File: config.mk
export PLATFORM = sky130hd
export DESIGN_NAME = snake_dir_ctrl_flat
export DESIGN_NICKNAME = d
export VERILOG_FILES = /design/src/rtl/snake_dir_ctrl_if.sv /design/src/rtl/snake_dir_ctrl.sv /design/src/flat_wrapper.sv
export SDC_FILE = /design/constraint.sdc
export NUM_CORES = 1
export LEC_CHECK = 0
export ABC_AREA = 1
export CAP_MARGIN = 15
export CORE_ASPECT_RATIO = 1.75
export CORE_MARGIN = 2
export CORE_UTILIZATION = 67
export DETAILED_ROUTE_END_ITERATION = 7
export GPL_TIMING_DRIVEN = 0
export PLACE_DENSITY = 0.88
export REMOVE_ABC_BUFFERS = 1
export SETUP_SLACK_MARGIN = 0.2
export SLEW_MARGIN = 20
export SYNTH_ARGS = -nofsm -noshare
export SYNTH_HDL_FRONTEND = slang
export SYNTH_SLANG_ARGS = --single-unit
File: constraint.sdc
create_clock -name SYS_CLK -period 2.6 [get_ports SYS_CLK]
set_clock_uncertainty 0.1 [all_clocks]
set_input_delay 0.52 -clock SYS_CLK [delete_from_list [all_inputs] [get_ports SYS_CLK]]
set_output_delay 0.52 -clock SYS_CLK [all_outputs]
set_load 0.1 [all_outputs]
File: src/rtl/snake_dir_ctrl_if.sv
// Button/step inputs and direction outputs between the input stage and the game core.
// The master side drives buttons, PAUSE and step; the slave side returns direction state.
interface snake_dir_ctrl_if;
  logic       PAUSE;
  logic       UP;
  logic       DOWN;
  logic       LEFT;
  logic       RIGHT;
  logic       step;
  logic [1:0] move_dir;
  logic [1:0] pending;
  logic       key_pulse;
  logic       overflow;

  modport master (
    output PAUSE, UP, DOWN, LEFT, RIGHT, step,
    input  move_dir, pending, key_pulse, overflow
  );

  modport slave (
    input  PAUSE, UP, DOWN, LEFT, RIGHT, step,
    output move_dir, pending, key_pulse, overflow
  );
endinterface

File: src/rtl/snake_dir_ctrl.sv
// Snake direction input stage: sync + debounce four buttons, filter illegal turns,
// and queue up to two turn requests that are consumed one per game-tick step.
module snake_dir_ctrl #(
  parameter int DEBOUNCE_CYCLES = 500000,
  parameter int CNT_W           = 19
) (
  input logic             SYS_CLK,
  input logic             RST,
  snake_dir_ctrl_if.slave bus
);

  localparam logic [CNT_W-1:0] CNT_MAX = CNT_W'(DEBOUNCE_CYCLES - 1);

  // Bit index equals the direction code: 0 up, 1 down, 2 left, 3 right.
  logic [3:0]       raw;
  logic [3:0]       sync_p0;
  logic [3:0]       sync_p1;
  logic [3:0]       deb_p2;
  logic [3:0]       deb_p3;
  logic [CNT_W-1:0] cnt_p2 [4];

  logic [1:0] move_dir_r;
  logic [1:0] pend_r;
  logic       key_pulse_r;
  logic       overflow_r;
  logic [1:0] q0_r;
  logic [1:0] q1_r;

  logic [3:0] press;
  logic       single;
  logic [1:0] cand;
  logic [1:0] tail;
  logic [1:0] ref_dir;
  logic       req;
  logic       legal;
  logic       pop;
  logic [1:0] fill;
  logic       accept;
  logic       drop;
  logic [1:0] q0_n;
  logic [1:0] q1_n;
  logic [1:0] dir_n;
  logic [1:0] pend_n;

  function automatic logic [1:0] enc_dir(input logic [3:0] oh);
    case (oh)
      4'b0010: enc_dir = 2'd1;
      4'b0100: enc_dir = 2'd2;
      4'b1000: enc_dir = 2'd3;
      default: enc_dir = 2'd0;
    endcase
  endfunction

  // A turn is legal only onto the other axis; same axis means duplicate or reversal.
  function automatic logic legal_turn(input logic [1:0] c, input logic [1:0] r);
    legal_turn = (c[1] != r[1]);
  endfunction

  assign raw = {bus.RIGHT, bus.LEFT, bus.DOWN, bus.UP};

  // Stage p0/p1: synchroniser; stage p2: debounced level; p3: previous level for edges
  always_ff @(posedge SYS_CLK) begin
    if (RST) begin
      sync_p0 <= '0;
      sync_p1 <= '0;
      deb_p2  <= '0;
      deb_p3  <= '0;
      for (int i = 0; i < 4; i++) cnt_p2[i] <= '0;
    end else begin
      sync_p0 <= raw;
      sync_p1 <= sync_p0;
      deb_p3  <= deb_p2;
      for (int i = 0; i < 4; i++) begin
        if (sync_p1[i] != deb_p2[i]) begin
          if (cnt_p2[i] == CNT_MAX) begin
            deb_p2[i] <= sync_p1[i];
            cnt_p2[i] <= '0;
          end else begin
            cnt_p2[i] <= cnt_p2[i] + CNT_W'(1);
          end
        end else begin
          cnt_p2[i] <= '0;
        end
      end
    end
  end

  // Request filtering and queue next-state, evaluated against pre-pop state
  always_comb begin
    press   = deb_p2 & ~deb_p3;
    single  = (press != 4'd0) && ((press & (press - 4'd1)) == 4'd0);
    cand    = enc_dir(press);
    tail    = (pend_r == 2'd2) ? q1_r : q0_r;
    ref_dir = (pend_r != 2'd0) ? tail : move_dir_r;
    req     = single & ~bus.PAUSE;
    legal   = req & legal_turn(cand, ref_dir);
    pop     = bus.step & ~bus.PAUSE & (pend_r != 2'd0);
    fill    = pend_r - 2'(pop);
    accept  = legal & (fill != 2'd2);
    drop    = legal & (fill == 2'd2);

    q0_n  = q0_r;
    q1_n  = q1_r;
    dir_n = move_dir_r;
    if (pop) begin
      dir_n = q0_r;
      q0_n  = q1_r;
    end
    if (accept) begin
      if (fill == 2'd0) q0_n = cand;
      else              q1_n = cand;
    end
    pend_n = fill + 2'(accept);
  end

  // Stage p4: registered control outputs
  always_ff @(posedge SYS_CLK) begin
    if (RST) begin
      move_dir_r  <= 2'd0;
      pend_r      <= 2'd0;
      key_pulse_r <= 1'b0;
      overflow_r  <= 1'b0;
    end else begin
      move_dir_r  <= dir_n;
      pend_r      <= pend_n;
      key_pulse_r <= accept;
      overflow_r  <= overflow_r | drop;
    end
  end

  // Queue entries are only read while pending covers them, so they need no reset.
  always_ff @(posedge SYS_CLK) begin
    q0_r <= q0_n;
    q1_r <= q1_n;
  end

  assign bus.move_dir  = move_dir_r;
  assign bus.pending   = pend_r;
  assign bus.key_pulse = key_pulse_r;
  assign bus.overflow  = overflow_r;

endmodule

File: src/flat_wrapper.sv
// flat-port wrapper written by rule: the top's interface ports become plain ports
module snake_dir_ctrl_flat 
#(
  parameter int DEBOUNCE_CYCLES = 500000,
  parameter int CNT_W           = 19
)
  (SYS_CLK, RST, bus_PAUSE, bus_UP, bus_DOWN, bus_LEFT, bus_RIGHT, bus_step, bus_move_dir, bus_pending, bus_key_pulse, bus_overflow);
  snake_dir_ctrl_if bus_i ();
  input logic SYS_CLK;
  input logic RST;
  input wire logic [$bits(bus_i.PAUSE)-1:0] bus_PAUSE;
  input wire logic [$bits(bus_i.UP)-1:0] bus_UP;
  input wire logic [$bits(bus_i.DOWN)-1:0] bus_DOWN;
  input wire logic [$bits(bus_i.LEFT)-1:0] bus_LEFT;
  input wire logic [$bits(bus_i.RIGHT)-1:0] bus_RIGHT;
  input wire logic [$bits(bus_i.step)-1:0] bus_step;
  output wire logic [$bits(bus_i.move_dir)-1:0] bus_move_dir;
  output wire logic [$bits(bus_i.pending)-1:0] bus_pending;
  output wire logic [$bits(bus_i.key_pulse)-1:0] bus_key_pulse;
  output wire logic [$bits(bus_i.overflow)-1:0] bus_overflow;
  assign bus_i.PAUSE = bus_PAUSE;
  assign bus_i.UP = bus_UP;
  assign bus_i.DOWN = bus_DOWN;
  assign bus_i.LEFT = bus_LEFT;
  assign bus_i.RIGHT = bus_RIGHT;
  assign bus_i.step = bus_step;
  assign bus_move_dir = bus_i.move_dir;
  assign bus_pending = bus_i.pending;
  assign bus_key_pulse = bus_i.key_pulse;
  assign bus_overflow = bus_i.overflow;
  snake_dir_ctrl #(.DEBOUNCE_CYCLES(DEBOUNCE_CYCLES), .CNT_W(CNT_W)) u_core (.SYS_CLK(SYS_CLK), .RST(RST), .bus(bus_i));
endmodule
### Yosys cells after proc, flatten, opt, wreduce, memory -nomap -nowiden

Memories as Yosys holds them, arrays and structs flattened.
Cells that the tools add are included.

* word-level logic and storage cells: 134
* memories: 1
* bits in registers: 26
* RAM bits: 76
* output and inout bits: 6

* add/sub/neg operators: 7
* equal/unequal tests: 15
* bitwise gates (word level): 24
* reduce and logical (&&, ||, !) cells: 10
* muxes and demuxes: 64

Memory list
* u_core.cnt_p2: words 4, width 19, read ports 4, clocked after memory_dff 0, wr ports 4, RTL line snake_dir_ctrl.sv:20 `logic [CNT_W-1:0] cnt_p2 [4];`

Operators with widths (count)
* 19-bit two-way mux: 12
* 19-bit by 1-bit adder with 19-bit output (second input constant): 4
* 19-bit equality test (second input constant): 4
* 1-bit two-way mux: 46
* 1-bit bitwise OR: 13
* 2-bit two-way mux: 5
* 2-bit AND reduction: 5
* 4-bit AND: 2
* 1-bit AND: 6
* 2-bit one-hot mux with 3 select lines: 1
* 1-bit != test: 5
* 2-bit equality test (second input constant): 2
* 4-bit by 2-bit equality test with 1-bit output (second input constant): 1
* 4-bit by 3-bit equality test with 1-bit output (second input constant): 1
* 4-bit equality test (second input constant): 1
* 4-bit logical NOT: 1
* 4-bit NOT: 1
* 4-bit nonzero test: 1
* 4-bit by 1-bit subtractor with 4-bit output (second input constant): 1
* 2-bit by 1-bit adder with 2-bit output: 1
* 2-bit logical NOT: 1
* 2-bit != test (second input constant): 1
* 1-bit NOT: 2
* 2-bit nonzero test: 1
* other kinds (2): 2

### Longest topological paths before layout

Gate-level depths: netlist (run 1).

* depth in word-level cells: 10
* gate-level depth with buffers: 11
* mapped depth without buffers: 11

### Worst setup path before layout (run 1)

Ideal clock, no wire load.

* path type: register to register
* from: register u_core.pend_r[0] (netlist: u_core.bus.pending[0])
* to: register u_core.q1_r[0] (enable)
* period minus slack after synthesis: 2552 ps
* stages on the path, launching flop included: 9
* setup time: 296 ps
* arrival: 2156 ps
* data required time: 2204 ps
* slack: 48 ps
* cell sequence: dfxtp_1 > inv_1 > nand2_1 > nand3_1 > inv_1 > ha_1 > inv_1 > nand4_1 > inv_1

RTL lines
* from (decl): RTL line snake_dir_ctrl.sv:23 `logic [1:0] pend_r;`
* from (signal assigned): RTL line snake_dir_ctrl.sv:125 `pend_r <= pend_n;`
* 2-bit nonzero test *: RTL line snake_dir_ctrl.sv:97 `pop = bus.step & ~bus.PAUSE & (pend_r != 2'd0);`
* 1-bit AND *: RTL line snake_dir_ctrl.sv:97
* net u_core.pop: RTL line snake_dir_ctrl.sv:36 `logic pop;`
* 2-bit by 1-bit subtractor with 2-bit output *: RTL line snake_dir_ctrl.sv:98 `fill = pend_r - 2'(pop);`
* 2-bit != test / 2-bit logical NOT (equally long branches): RTL line snake_dir_ctrl.sv:99, snake_dir_ctrl.sv:110
* 1-bit AND / 1-bit NOT (equally long branches)
* 2-bit AND reduction (no source line) *
* to (signal assigned): RTL line snake_dir_ctrl.sv:134 `q1_r <= q1_n;`
* to (decl): RTL line snake_dir_ctrl.sv:27 `logic [1:0] q1_r;`

The timed path passes the listed nets; every way through them passes the cells marked *.
A chain may end at the register's enable or synchronous reset.

### Final worst setup path (run 1)

* from: register u_core.pend_r[1] (netlist: u_core.bus.pending[1])
* to: output port bus_pending[1]

RTL lines
* to (decl): RTL line flat_wrapper.sv:18 `output wire logic [$bits(bus_i.pending)-1:0] bus_pending;`

No word-level cell between the ends.

==> results of run 1 <==
## through the flow
stage / setup TNS (ns) / cells
floorplan: 0 / 771
finish: 0 / 892
detailed placement: -10.39 / 876
CTS: 0 / 892
global placement: -8.69 / 876
global route: 0 / 892
## per-layer routing
layer  share of wire [%]  track usage [%]  vias up
met4                 3.1             11.9        0
met5                   0                0        -
met1                  38             25.3     2159
met3                 3.1             5.36       36
li1                    -                -     2401
met2                  56             48.9       92
## cell families (layout without fill, tap and decap cells)
family,after synthesis,after routing,synth area share (%)
and+or+nand+nor,391,391,31.4
buffers and inverters,121,144,8.36
DFF,102,102,49.7
AOI/OAI and AO/OA,51,51,4.59
xor gates and xnor gates,31,31,4.78
adders and majority gates,5,5,1.10
other,1,76,0.0661
## layout make-up
cell class	count	area (um2)	share of cell area, %
Tap cell	92	115	1.79
Clock buffer	13	270	4.20
Timing Repair Buffer	13	118	1.83
Sequential cell	102	2820	43.8
Inverter	115	435	6.76
Multi-Input combinational cell	554	2660	41.3
Clock inverter	3	16.3	0.253
## power by group
group / internal (mW) / switching [mW]
combinational: 0.0550 / 0.106
clock: 0.725 / 0.574
sequential: 1.81 / 0.0630
## sequential cells by signal (all words and copies together) (netlist names)
name	flops
u_core.cnt_p2	76
u_core.bus.overflow	1
u_core.q0_r	2
u_core.sync_p1	4
u_core.sync_p0	4
u_core.deb_p3	4
u_core.bus.key_pulse	1
u_core.bus.pending	2
u_core.deb_p2	4
u_core.bus.move_dir	2
u_core.q1_r	2
## synthesized netlist by cell type (all sizes together), types with 6 or more instances
cell    number  area [um2]
edfxtp      78        2340
nor3b        6        50.1
inv        115         432
dfxtp       24         480
nor2       119         462
a21oi       34         170
xor2        17         149
nand3       51         270
nor3        32         170
xnor2       14         123
o21ai       14        70.1
or2          7        43.8
nand4       24         150
nand2      142         546
## how the worst max path moves through the flow
stage,slack (ns),cells after the start,end
6_report,0.37,1,bus_pending[1]
5_1_grt,0.27,11,u_core.q0_r[0]
4_1_cts,0.29,8,u_core.cnt_p2[3][16]
3_5_place_dp,-0.40,8,u_core.cnt_p2[3][16]
3_3_place_gp,-0.38,8,u_core.cnt_p2[3][16]
2_1_floorplan,0.05,8,u_core.q1_r[0]
## timing repair
| action | CTS | global route |
|---|---|---|
| hold buffers | 0 | 0 |
| endpoints found under the setup margin | 42 | 4 |
| cloned | 0 | 0 |
| resized for setup | 9 | 2 |
==> impl_metrics.toml, run 1 <==
[placement]
place.gp.congestion = 0.896
io_buffers = 13
dpl.hpwl_mm = 8.18
pre_cts_ws_ns = -0.396
dpl_cell_area_mm2 = 0.00616

[cells_and_area]
drive_gt1_share_pct = 5.50
area_growth_pct = 13.5
final_common_cell = "nand2_1"
fill_cells = 581
stdcell_area_mm2 = 0.00644
final_cell_mix = "nand2_1 (136), nor2_1 (113), inv_1 (112)"
antennaDiodeCount = 0
final_nets = 808
fin_util_pct = 78.0

[power_and_ir_drop]
p_per_area_mw_per_mm2 = 518
p_total_mw = 3.34
power_leakage_nw = 2.77
vdd_drop_max_uv = 524

[grt]
grtUsageTotal_pct = 25.8
grt_max_degree = 20
grt_antenna_before_repair = 0
grt_pass1_wl_mm = 18.9
grt_pass1_vias = 4715
grt_overflow = 0

[critical_path]
path_max_fanout = 4
regToRegStartpoint = "u_core.cnt_p2[2][11]"
critPathKind = "reg2out"
worstSetupStartpoint = "u_core.bus.pending[1]"
crit_family = "buffers and inverters"
r2r-end = "u_core.cnt_p2[2][15]"
start_kind = "flop"
crit_path_max_incr_delay_ns = 0.87
worst-path-buf-inv = 1
reg2regPathDepth = 8
worstPathCellList = "dlygate4sd2_1"
regToRegSetupSlack_ns = 0.52
arrival_ns = 1.61
endpoint_kind = "output pin"
crit_required_ns = 1.98
cp_slowest_cell = "dlygate4sd2_1"

[timing]
holdWs_ns = 0.303
rsz0062_at_grt = "no"
fin_crit_ns = 2.23
setup_slack_ns = 0.371
hold_violations = 0
slew_headroom_pct = 35.6
fmax_mhz = 449
slew_violations = 0
worstMarginPinSlew_ns = 0.970
setup-violations-final = 0
timing.final.crit_share_pct = 85.7

[cts]
clock_path_buffers = 2
htreeDepth = 3
root_buffer = "clkbuf_16"
clk_pin_slew_worst_paths_ns = 0.07
post_cts_buffers = 0
cts_tree = "yes"
clk_latency_ns = 0.35
cts_buffers = 9
clock_sinks = 102

[floorplanning]
io_pins = 14
start_util_pct = 68.7
num_rows = 44
die_h_um = 126
die_w_um = 73.6
core_mm2 = 0.00826
die_area_mm2 = 0.00925

[worst_hold_path]
min-delay-start = "u_core.sync_p0[2]"
hp-class = "reg2reg"
worstHoldEndpoint = "u_core.sync_p1[2]"
hold_path_depth = 2

[detailed_routing]
first_pass_iters = 5
wl_per_cell_um = 12.4
drt-total-wl_mm = 11.1
drt_iter0_markers = 292
drc = 0
num_vias = 4688
drt-vias-per-instance = 5.26
ant_nets = 0

[logic_synthesis]
ys_seq_elements = 102
synth_ff_type = "edfxtp_1"
seq_area_frac_synth_pct = 49.7
synth_edf_count = 78
ys_async_sr_fraction_pct = 0
ys_warn_count = 0
syn_area_per_cell_um2 = 8.08
syn_inst = 702
syn_area_mm2 = 0.00568
synthDistinctLibCells = 36

[status]
status = "finished, final reports clean"

[flow_run]
drv_cap = 0
Power figures use the tool's default switching activity.
==> run 2, diff against run 1 <==
--- a/config.mk
+++ b/config.mk
@@ -9,10 +9,10 @@
 export CAP_MARGIN = 15
 export CORE_ASPECT_RATIO = 1.75
 export CORE_MARGIN = 2
-export CORE_UTILIZATION = 67
+export CORE_UTILIZATION = 46
 export DETAILED_ROUTE_END_ITERATION = 7
 export GPL_TIMING_DRIVEN = 0
-export PLACE_DENSITY = 0.88
+export PLACE_DENSITY = 0.65
 export REMOVE_ABC_BUFFERS = 1
 export SETUP_SLACK_MARGIN = 0.2
 export SLEW_MARGIN = 20
==> impl_metrics.toml, run 2 (synthesized netlist as in run 1, its figures left out) <==
[power_and_ir_drop]
vdd_drop_max_uv = 401
power_leakage_nw = 2.79
switching_share_pct = 22.1
switchingPower_mw = 0.749
power_frac_comb_pct = 4.7
p_int_mw = 2.64
p_per_area_mw_per_mm2 = 515
p_clk_share_pct = 40.0
p_seq_share_pct = 55.2
p_total_mw = 3.39

[timing]
worstMarginPinSlew_ns = 0.981
timing.final.crit_share_pct = 87.7
slew_headroom_pct = 34.9
slew_violations = 0
rsz0062_at_grt = "no"
setup-violations-final = 0
hold_violations = 0
fin_crit_ns = 2.28
fmax_mhz = 439

[placement]
dpl.hpwl_mm = 8.19
io_buffers = 13
place_inst = 949
place.gp.congestion = 0.873

[floorplanning]
num_rows = 53
die_w_um = 88.0
die_h_um = 151
start_util_pct = 47.3
io_pins = 14
die_area_mm2 = 0.0133
core_mm2 = 0.0120

[detailed_routing]
highest_layer = "met4"
wl_met2_mm = 5.89
num_vias = 4587
first_pass_iters = 4
drt_iter0_markers = 217
drt-vias-per-instance = 4.74
wl_met1_mm = 4.17
route.met3.wl_um = 205
drc = 0
wl_per_cell_um = 11.0
ant_nets = 0
drt-total-wl_mm = 10.6

[grt]
grt_antenna_before_repair = 0
grtUsageTotal_pct = 17.5
grt_max_degree = 20
grt_overflow = 0
grt_pass1_vias = 4512
grt_pass1_wl_mm = 18.3

[status]
status = "finished, final reports clean"

[worst_hold_path]
hp-class = "reg2reg"

[critical_path]
path_max_fanout = 5
endpoint_kind = "output pin"
crit_required_ns = 1.98
cp_slowest_cell = "dlygate4sd2_1"
start_kind = "flop"
worst-path-buf-inv = 1
crit_family = "buffers and inverters"
crit_path_max_incr_delay_ns = 0.90
worstPathCellList = "dlygate4sd2_1"
arrival_ns = 1.66
critPathKind = "reg2out"

[cts]
cts_buffers = 9
cts_tree = "yes"
htreeDepth = 3
clock_sinks = 102
root_buffer = "clkbuf_16"
clk_pin_slew_worst_paths_ns = 0.07
hold_buffers = 0
clock_path_buffers = 2
clk_latency_ns = 0.35

[cells_and_area]
final_nets = 811
largest_register_ffs = 76
area_growth_pct = 16.0
drive_gt1_share_pct = 5.73
final_common_cell = "nand2_1"
fin_cells = 968
top_register = "u_core.cnt_p2"
antennaDiodeCount = 0
final_cell_mix = "nand2_1 (136), nor2_1 (113), inv_1 (112)"

[flow_run]
drv_cap = 0
-- run 2: cell types whose count changed in the layout (fill, tap and decap cells not counted), sizes merged --
cell / change
clkdlybuf4s15: +1
buf: +3
clkbuf: -1
-- run 2: worst paths after layout --
check	startpoint	end	slack (ns)	depth (start not counted)
setup / recovery	u_core.bus.pending[0]	bus_pending[0]	0.32	1
hold / removal	u_core.sync_p0[1]	u_core.sync_p1[1]	0.30	2
setup reg to reg	u_core.cnt_p2[3][0]	u_core.cnt_p2[3][16]	0.58	8
hold reg to reg	u_core.sync_p0[1]	u_core.sync_p1[1]	0.30	2
-- run 2: timing repair --
| action | in CTS | in global routing |
|---|---|---|
| pin swaps | 0 | 0 |
| setup buffers | 3 | 0 |
| setup endpoints to repair | 42 | 3 |
| cloned | 0 | 0 |
| gates resized for setup | 9 | 2 |
-- run 2: stage by stage --
| stage | hold WS [ns] | setup WS (ns) | instance area (um2) | TNS, ns | util [%] |
|---|---|---|---|---|---|
| 2_1_floorplan | 0.288 | 0.0483 | 5910 | 0 | - |
| 3_3_place_gp | 0.293 | -0.446 | 6250 | -12.16 | 52.1 |
| 3_5_place_dp | 0.297 | -0.453 | 6250 | -13.91 | 52.1 |
| 4_1_cts | 0.306 | 0.294 | 6580 | 0 | 54.8 |
| 5_1_grt | 0.327 | 0.226 | 6580 | 0 | 54.9 |
| 6_report | 0.304 | 0.320 | 6580 | 0 | 54.9 |
-- run 2: final cells by class --
class                      count  area (um2)
clock buffer                  13         283
clock inverter                 3        23.8
fill                        1171        5420
inverter                     115         435
multi-input combinational    554        2670
sequential                   102        2820
tap                          165         206
timing repair buffer          16         145
-- run 2: power groups by stage --
stage / logic [mW] / registers, mW / clock network, mW
floorplan: 0.118 / 1.89 / 0
global placement: 0.151 / 1.91 / 0
detailed placement: 0.153 / 1.91 / 0
CTS: 0.157 / 1.87 / 1.40
global route: 0.190 / 1.88 / 1.46
finish: 0.160 / 1.87 / 1.36
-- run 2: layer usage --
layer,up-vias,GRT usage [%]
met4,0,10.1
li1,2416,-
met3,23,2.56
met2,53,32.8
met5,-,0
met1,2095,17.9
